## src/rtl/decoder_n_pipe.sv

```systemverilog
// N-to-2^N decoder (one-hot / thermometer / inverted one-hot) with a 2-entry
// valid/ready output buffer; in_ready is derived from the registered occupancy only.
module decoder_n_pipe #(
  parameter int N = 3,
  localparam int W = 2 ** N
) (
  input  logic         clk,
  input  logic         rst,
  input  logic         in_valid,
  output logic         in_ready,
  input  logic [N-1:0] X,
  input  logic [1:0]   mode,
  output logic         out_valid,
  input  logic         out_ready,
  output logic [W-1:0] Y,
  output logic         mode_err
);

  logic [1:0]   cnt;
  logic [W-1:0] head_y, tail_y;
  logic         head_err, tail_err;
  logic         push, pop;
  logic [W-1:0] new_y;
  logic         new_err;

  // Reserved mode 11 decodes as one-hot; the error flag rides along with the beat.
  function automatic logic [W-1:0] decode(input logic [N-1:0] code, input logic [1:0] m);
    logic [W-1:0] d;
    d = '0;
    for (int k = 0; k < W; k++) begin
      case (m)
        2'b01:   d[k] = (k <= int'(code));
        2'b10:   d[k] = (k != int'(code));
        default: d[k] = (k == int'(code));
      endcase
    end
    return d;
  endfunction

  assign in_ready  = ~rst & (cnt != 2'd2);
  assign out_valid = (cnt != 2'd0);
  assign push      = in_valid & in_ready;
  assign pop       = out_valid & out_ready;
  assign new_y     = decode(X, mode);
  assign new_err   = (mode == 2'b11);
  assign Y         = head_y;
  assign mode_err  = head_err;

  always_ff @(posedge clk) begin
    if (rst) begin
      cnt      <= 2'd0;
      head_y   <= '0;
      tail_y   <= '0;
      head_err <= 1'b0;
      tail_err <= 1'b0;
    end else begin
      case ({push, pop})
        2'b10: begin
          if (cnt == 2'd0) begin
            head_y   <= new_y;
            head_err <= new_err;
          end else begin
            tail_y   <= new_y;
            tail_err <= new_err;
          end
          cnt <= cnt + 2'd1;
        end
        2'b01: begin
          head_y   <= tail_y;
          head_err <= tail_err;
          tail_y   <= '0;
          tail_err <= 1'b0;
          cnt      <= cnt - 2'd1;
        end
        // Simultaneous push and pop only happens at cnt==1: replace the head.
        2'b11: begin
          head_y   <= new_y;
          head_err <= new_err;
        end
        default: ;
      endcase
    end
  end

endmodule

```

## config.mk

```make
export PLATFORM = sky130hd
export DESIGN_NAME = decoder_n_pipe
export DESIGN_NICKNAME = d
export VERILOG_FILES = /design/src/rtl/decoder_n_pipe.sv
export SDC_FILE = /design/constraint.sdc
export NUM_CORES = 1
export LEC_CHECK = 0
export CAP_MARGIN = 10
export CORE_MARGIN = 5
export CORE_UTILIZATION = 52
export CTS_CLUSTER_DIAMETER = 100
export DETAILED_ROUTE_END_ITERATION = 8
export HOLD_SLACK_MARGIN = 0.03
export PLACE_DENSITY = 0.78
export SYNTH_ARGS = -nofsm -noshare
export SYNTH_HDL_FRONTEND = slang
export SYNTH_SLANG_ARGS = --single-unit
```

## constraint.sdc

```tcl
create_clock -name clk -period 2.7 [get_ports clk]
set_input_delay 0.54 -clock clk [delete_from_list [all_inputs] [get_ports clk]]
set_output_delay 0.54 -clock clk [all_outputs]
set_load 0.05 [all_outputs]
```

======== Yosys cells after proc, flatten, opt, wreduce, memory -nomap -nowiden ========
Index checks and enable logic that the tools add are counted.
operators by class
  equality and inequality tests ........... 23
  magnitude comparators ................... 7
  bitwise gates (word level) .............. 4
  muxes and demuxes ....................... 17
  $add $sub $neg .......................... 2
  reduce and logical (&&, ||, !) cells .... 8
operators by type and width
  cell                   number
  $pmux W8 S3            1
  $pmux W1 S2            9
  $mux W8                2
  $pmux W8 S2            1
  $eq A3 B3 Y1 const A   4
  $le A3 B3 Y1 const A   4
  $ne A3 B3 Y1 const A   4
  $eq A2 B2 Y1 const B   4
  $eq A2 B3 Y1 const A   2
  $le A2 B3 Y1 const A   2
  $ne A2 B2 Y1 const B   3
  $ne A2 B3 Y1 const A   2
  $reduce_bool A3 Y1     2
  $eq A2 B1 Y1 const B   2
  $pmux W2 S2            1
  $reduce_and A2 Y1      2
  $reduce_bool A2 Y1     2
  $and A1 B1 Y1          3
  $eq A1 B3 Y1 const A   1
  $le A1 B3 Y1 const A   1
  $logic_not A3 Y1       1
  $ne A1 B3 Y1 const A   1
  $pmux W1 S3            1
  $add A2 B1 Y2 const B  1
  4 further kinds        5
storage, ports and cells
  register bits ........................... 20
  output and inout bits ................... 11
  word-level logic and storage cells ...... 66
  bits of input ports ..................... 9

======== Depth between registers and ports, before layout ========
Gate-level depths: netlist of the first run.
  depth after elaboration ................. 6
  mapped depth ............................ 9

======== Worst setup path after synthesis of the first run ========
OpenSTA, ideal clock, no wires.
  path type ............................... input to register
  start ................................... in rst
  end ..................................... reg head_y[5] (netlist: Y[5])
  buffers on the path ..................... 3
  data required time ...................... 2.567 ns
  setup time .............................. 0.133 ns
  data arrival time ....................... 2.613 ns
  stages .................................. 8
  setup slack ............................. -0.045 ns
  cells stage by stage .................... clkbuf_1 > a21oi_1 > nand2_1 > ha_1 > buf_2 > clkbuf_1 > a22oi_1 > a211oi_2
on the way
  word-level cells in the longest chain between the ends .. 6
RTL lines
  item                                                                 RTL line  text
  start: declaration                                                   8         input logic rst,
  $not A1 Y1 *                                                         40        assign in_ready = ~rst & (cnt != 2'd2);
  $and A1 B1 Y1 *                                                      40
  named net in_ready                                                   10        output logic in_ready,
  $and A1 B1 Y1 *                                                      42        assign push = in_valid & in_ready;
  $eq A2 B2 Y1 / $eq A2 B1 Y1 (equally long branches)                  57        case ({push, pop})
  $ne A2 B2 Y1 (no line) / $reduce_bool A3 Y1 (equally long branches)  n/a
  $reduce_and A2 Y1 (no line)                                          n/a
  end signal: assignment                                               60        head_y <= new_y;
  end signal: assignment                                               69        head_y <= tail_y;
  end signal: assignment                                               77        head_y <= new_y;
  end: declaration                                                     20        logic [W-1:0] head_y, tail_y;
Mark *: on every way through the listed nets, which the timed path passes. The rest lies on a longest branch.
A chain may end at the register's enable or synchronous reset.

======== Final worst setup path of the first run ========
  start ................................... reg cnt[0]
  end ..................................... out out_valid
on the way
  word-level cells in the longest chain between the ends .. 1
RTL lines
  item                      RTL line  text
  start: declaration        19        logic [1:0] cnt;
  start signal: assignment  66        cnt <= cnt + 2'd1;
  start signal: assignment  73        cnt <= cnt - 2'd1;
  $reduce_bool A2 Y1        41        assign out_valid = (cnt != 2'd0);
  end: declaration          13        output logic out_valid,
Every way passes these cells.

==> impl_metrics.env, run 1 <==
export IMPL_crit_type="flip-flop to output port"
export IMPL_power_leakage_nw=0.552
export IMPL_peakVddDrop_mv=0.512
export IMPL_diodes=0
export IMPL_multiInputGateArea_sq_um=713
export IMPL_period_minus_slack_ns=2.39
export IMPL_crit_required_ns=2.16
export IMPL_postCtsHoldBufs=0
export IMPL_path_clk_slew_ns=0.13
export IMPL_top_layer="met4"
export IMPL_worstMarginPinSlew_ns=0.514
export IMPL_yosysTopAreaCell="dfxtp_1"
export IMPL_cts_root_buf="clkbuf_4"
export IMPL_wl_mm=2.66
export IMPL_min_period_over_period=0.887
export IMPL_cts_tree="built"
export IMPL_dieArea_sq_um=3340
export IMPL_drtIter0Drc=29
export IMPL_avgViaCountPerCell=5.82
export IMPL_synth_area_per_cell_sq_um=8.09
export IMPL_cpMaxStageDelayCell="clkdlybuf4s50_1"
export IMPL_final_setup_tns_ns=0
export IMPL_cts_resized=0
export IMPL_ys_types=43
export IMPL_drive_above_1_share=0.108
export IMPL_yosysWarningCount=0
export IMPL_ant_nets=0
export IMPL_numClockSinks=20
export IMPL_ys_ff_latch=20
export IMPL_min_path_type="flip-flop to flip-flop"
export IMPL_die_height_um=57.8
export IMPL_critical_path_max_fanout=6
export IMPL_slowest_delay_ns=0.82
export IMPL_synth_top_area_frac=0.336
export IMPL_grt_max_degree=23
export IMPL_start_util=0.543
export IMPL_synth_edff_count=0
export IMPL_worst_r2r_path_depth=8
export IMPL_synth_cells=147
export IMPL_rsz0062_at_grt="false"
export IMPL_wl_met3_um=118
export IMPL_grt_usage=0.170
export IMPL_arrival_ns=1.85
export IMPL_clock_latency_ns=0.31
export IMPL_dr_pass1_iters=5
export IMPL_fmax_mhz=418
export IMPL_numPortBuffers=19
export IMPL_finalNonFillerCells=195
export IMPL_core_sq_um=2190
export IMPL_worstSetupStartpointType="flip-flop"
export IMPL_async_flop_share=0
export IMPL_finalHoldViolations=0
export IMPL_die_x_um=57.8
export IMPL_regArea_sq_um=400
export IMPL_drv_slew=0
export IMPL_dp_slack_ns=0.208
export IMPL_boundaryPins=20
export IMPL_grt_pass1_wl_mm=4.57
export IMPL_fin_worst_skew_ns=0.0204
export IMPL_worst_slack_ns=0.306
export IMPL_final_nets=182
export IMPL_path_cells="nor2_1 > inv_1 > clkdlybuf4s50_1"
export IMPL_synth_area_top_cells="dfxtp_1, a21oi_1, ha_1, nand2_1, nor2_1"
export IMPL_syn2layout_area_growth_pct=24.4
export IMPL_htreeDepth=1
export IMPL_numCtsBuffers=3
export IMPL_powerDensity_nw_per_um2=973
export IMPL_cts_setup_buffers=0
export IMPL_cp_end_kind="output port"
export IMPL_antenna_found_initial=0
export IMPL_setup_viol=0
export IMPL_syn_area_sq_um=1190
export IMPL_synth_ff_type="dfxtp_1"
export IMPL_routed_wl_met2_mm=1.27
export IMPL_holdPathStages=2
export IMPL_grt_pass1_vias=1006
export IMPL_yosysMostFrequentCell="dfxtp_1"
export IMPL_row_count=17
export IMPL_dp_hpwl_mm=2.02
export IMPL_drc=0
export IMPL_drt_met1_wl_mm=1.24
export IMPL_vias=1135
export IMPL_num_fill_cells=193
export IMPL_synthTopCellsByCount="dfxtp_1, nand2_1, nor2_1, a21oi_1"
export IMPL_routabilityCongestion=0.869
export IMPL_clockBufferDepth=2
export IMPL_status="finished, final reports clean"
export IMPL_wl_per_cell_um=13.7
export IMPL_yosysSeqAreaShare=0.336
export IMPL_max_slew_margin=0.656
export IMPL_dp_cells=191
export IMPL_postSynthNetCount=161
export IMPL_drv_cap=0
export IMPL_grt_overflow_total=0
==> cell type report <==
| type | count | area share |
|---|---|---|
| multi-input cells | 110 | 0.482 |
| flip-flops and latches | 20 | 0.270 |
| repair buffers | 26 | 0.171 |
| well taps | 28 | 0.0237 |
| clock inverters | 1 | 0.0203 |
| inverters | 7 | 0.0178 |
| clock buffers | 3 | 0.0152 |
==> kinds of logic (layout without fill, tap and decap cells) <==
group | Yosys count | after routing | share of synthesized area
AND/OR/NAND/NOR | 54 | 54 | 0.236
AO/OA/AOI/OAI | 48 | 48 | 0.285
flip-flops | 20 | 20 | 0.336
buffers and inverters | 17 | 37 | 0.0673
adder cells (fa/ha/maj) | 5 | 5 | 0.0526
XOR/XNOR | 2 | 2 | 0.0147
multiplexers | 1 | 1 | 0.00841
==> critical path: cells and delay by family (launching register included) <==
| family | cells | cell delay [ns] |
|---|---|---|
| AND/OR/NAND/NOR | 1 | 0.14 |
| buffers and inverters | 2 | 0.92 |
| flip-flops | 1 | 0.49 |
==> path summary, 6_finish.rpt <==
kind | from | to | slack [ns]
setup / recovery | cnt[0] | out_valid | 0.31
hold / removal | tail_y[0] | tail_y[0] | 0.47
setup reg to reg | cnt[0] | Y[0] | 0.59
hold reg to reg | tail_y[0] | tail_y[0] | 0.47
==> flip-flops by register name, indices dropped and copies added (netlist names) <==
signal,count
tail_err,1
Y,8
cnt,2
mode_err,1
tail_y,8
==> layout by cell type (no fill, tap or decap), drive strengths merged, types with 5 or more instances in the layout <==
master,count
o22ai,5
nand2b,7
ha,5
a21oi,14
buf,8
a211oi,5
clkdlybuf4s50,18
o21ai,6
inv,7
nand2,16
a311oi,5
dfxtp,20
nor2,15
==> power by group <==
part	internal [W]	switching (W)	leakage, nW	total, W
sequential	0.000379	0.0000530	0.164	0.000432
clock	0.000150	0.0000952	0.0279	0.000245
combinational	0.000276	0.000488	0.360	0.000764
==> per-layer routing <==
layer / GRT usage / vias to the layer above
li1: - / 571
met1: 0.222 / 530
met2: 0.284 / 30
met3: 0.0223 / 4
met4: 0.0596 / 0
met5: 0 / -
==> stage by stage <==
step,utilization,power (W),hold WS [ns],instance area (sq um)
6_report,0.676,0.00144,0.469,1480
5_1_grt,0.676,0.00152,0.497,1480
3_5_place_dp,0.652,0.00120,0.450,1430
4_1_cts,0.676,0.00145,0.469,1480
2_1_floorplan,-,0.000980,0.432,1190
3_3_place_gp,0.652,0.00118,0.440,1430
No activity file was read; power rests on OpenSTA's default activity.
==> run 2: changes to the inputs <==
Settings changed: TNS_END_PERCENT from default to 5.
==> results of run 2 <==
No change in the layout: final DEF, timing and power equal those of run 1.
==> run 3: changes to the inputs <==
Settings changed: CORE_UTILIZATION 52 to 61, DONT_BUFFER_PORTS from default to 1, PLACE_DENSITY 0.78 to 0.77.
==> impl_metrics.env, run 3 (synthesis results as in run 1) <==
export IMPL_status="finished, final reports clean"
export IMPL_path_cells="o21ai_1 > inv_1 > ha_1 > nor2_1 > a21oi_2 > nand2b_1 > o22ai_1"
export IMPL_worstSetupStartpointType="flip-flop"
export IMPL_numClockSinks=20
export IMPL_max_slew_margin=0.654
export IMPL_grt_max_degree=24
export IMPL_min_period_over_period=0.794
export IMPL_critical_path_max_fanout=13
export IMPL_dp_hpwl_mm=1.66
export IMPL_dieArea_sq_um=2930
export IMPL_period_minus_slack_ns=2.14
export IMPL_diodes=0
export IMPL_core_sq_um=1900
export IMPL_ant_nets=0
export IMPL_boundaryPins=20
export IMPL_dp_cells=166
export IMPL_final_setup_tns_ns=0
export IMPL_grt_pass1_wl_mm=3.77
export IMPL_worst_slack_ns=0.556
export IMPL_postPlaceCellArea_sq_um=1190
export IMPL_slowest_delay_ns=0.46
export IMPL_crit_required_ns=2.92
export IMPL_finalNonFillerCells=170
export IMPL_fmax_mhz=466
export IMPL_die_x_um=54.2
export IMPL_row_count=16
export IMPL_drv_cap=0
export IMPL_final_cell_mix="dfxtp_1, nand2_1, nor2_1"
export IMPL_syn2layout_area_growth_pct=2.94
export IMPL_grt_pass1_vias=862
export IMPL_cts_root_buf="clkbuf_4"
export IMPL_avgViaCountPerCell=5.89
export IMPL_grt_overflow_total=0
export IMPL_wl_per_cell_um=13.4
export IMPL_htreeDepth=1
export IMPL_final_nets=158
export IMPL_numPortBuffers=0
export IMPL_dr_pass1_iters=4
export IMPL_cts_resized=0
export IMPL_grt_usage=0.177
export IMPL_drv_slew=0
export IMPL_cpMaxStageDelayCell="dfxtp_1"
export IMPL_power_leakage_nw=0.443
export IMPL_wl_mm=2.27
export IMPL_powerDensity_nw_per_um2=974
export IMPL_min_path_type="input pin to flip-flop"
export IMPL_fin_worst_skew_ns=0.000770
export IMPL_finalHoldViolations=0
export IMPL_postLayoutCellArea_sq_um=1220
export IMPL_drive_above_1_share=0.0839
export IMPL_drc=0
export IMPL_path_clk_slew_ns=0.10
export IMPL_worstMarginPinSlew_ns=0.519
export IMPL_cts_setup_buffers=0
export IMPL_numCtsBuffers=3
export IMPL_start_util=0.626
export IMPL_crit_type="flip-flop to flip-flop"
export IMPL_dp_slack_ns=0.520
export IMPL_arrival_ns=2.37
export IMPL_routabilityCongestion=0.830
export IMPL_rrSetupSlack_ns=0.56
export IMPL_rsz0062_at_grt="false"
export IMPL_clock_latency_ns=0.29
export IMPL_clockBufferDepth=2
export IMPL_postCtsHoldBufs=0
export IMPL_antenna_found_initial=0
export IMPL_final_common_cell="dfxtp_1"
export IMPL_die_height_um=54.2
export IMPL_vias=1002
export IMPL_setup_viol=0
export IMPL_peakVddDrop_mv=0.599
export IMPL_cp_end_kind="flip-flop"
export IMPL_drtIter0Drc=21
export IMPL_cts_tree="built"
run 3: layout make-up:
type | instances | area [sq um]
clock buffer | 4 | 36.3
fill | 160 | 677
inverter | 7 | 26.3
multi-input combinational | 110 | 713
sequential | 20 | 400
tap | 27 | 33.8
timing repair buffer | 2 | 15.0
run 3: power breakdown:
group          internal [W]  switching [W]  total [W]  leakage [nW]
sequential         0.000379       0.000243   0.000622         0.164
combinational      0.000151       0.000252   0.000403         0.258
clock             0.0000822      0.0000856   0.000168        0.0210
total              0.000612       0.000581    0.00119         0.443
run 3: final timing paths:
| kind | start | cells after the start | end |
|---|---|---|---|
| setup reg to reg | cnt[0] | 7 | tail_y[6] |
| hold / removal | rst | 1 | Y[4] |
| hold reg to reg | tail_y[5] | 2 | tail_y[5] |
| setup / recovery | cnt[0] | 7 | tail_y[6] |
run 3: worst max-delay path: cells and delay by family, from the launching register on:
family                   cells  cell delay [ns]
adder cells (fa/ha/maj)      1             0.43
flip-flops                   1             0.46
buffers and inverters        1             0.10
AO/OA/AOI/OAI                3             0.75
AND/OR/NAND/NOR              2             0.32
run 3: per-layer routing:
metal  routed length, um  GRT usage  up-vias
met4                  33     0.0871        0
met3                 134     0.0443        4
met1                1070      0.225      446
met2                1030      0.275       25
met5                   0          0        -
li1                    -          -      527
run 3: stage by stage:
stage                      util  power, W  hold WS (ns)
after global placement    0.625   0.00102         0.434
final                     0.644   0.00119         0.295
after global routing      0.644   0.00128         0.264
after CTS                 0.644   0.00120         0.288
after detailed placement  0.625   0.00103         0.443
after floorplan               -  0.000980         0.432
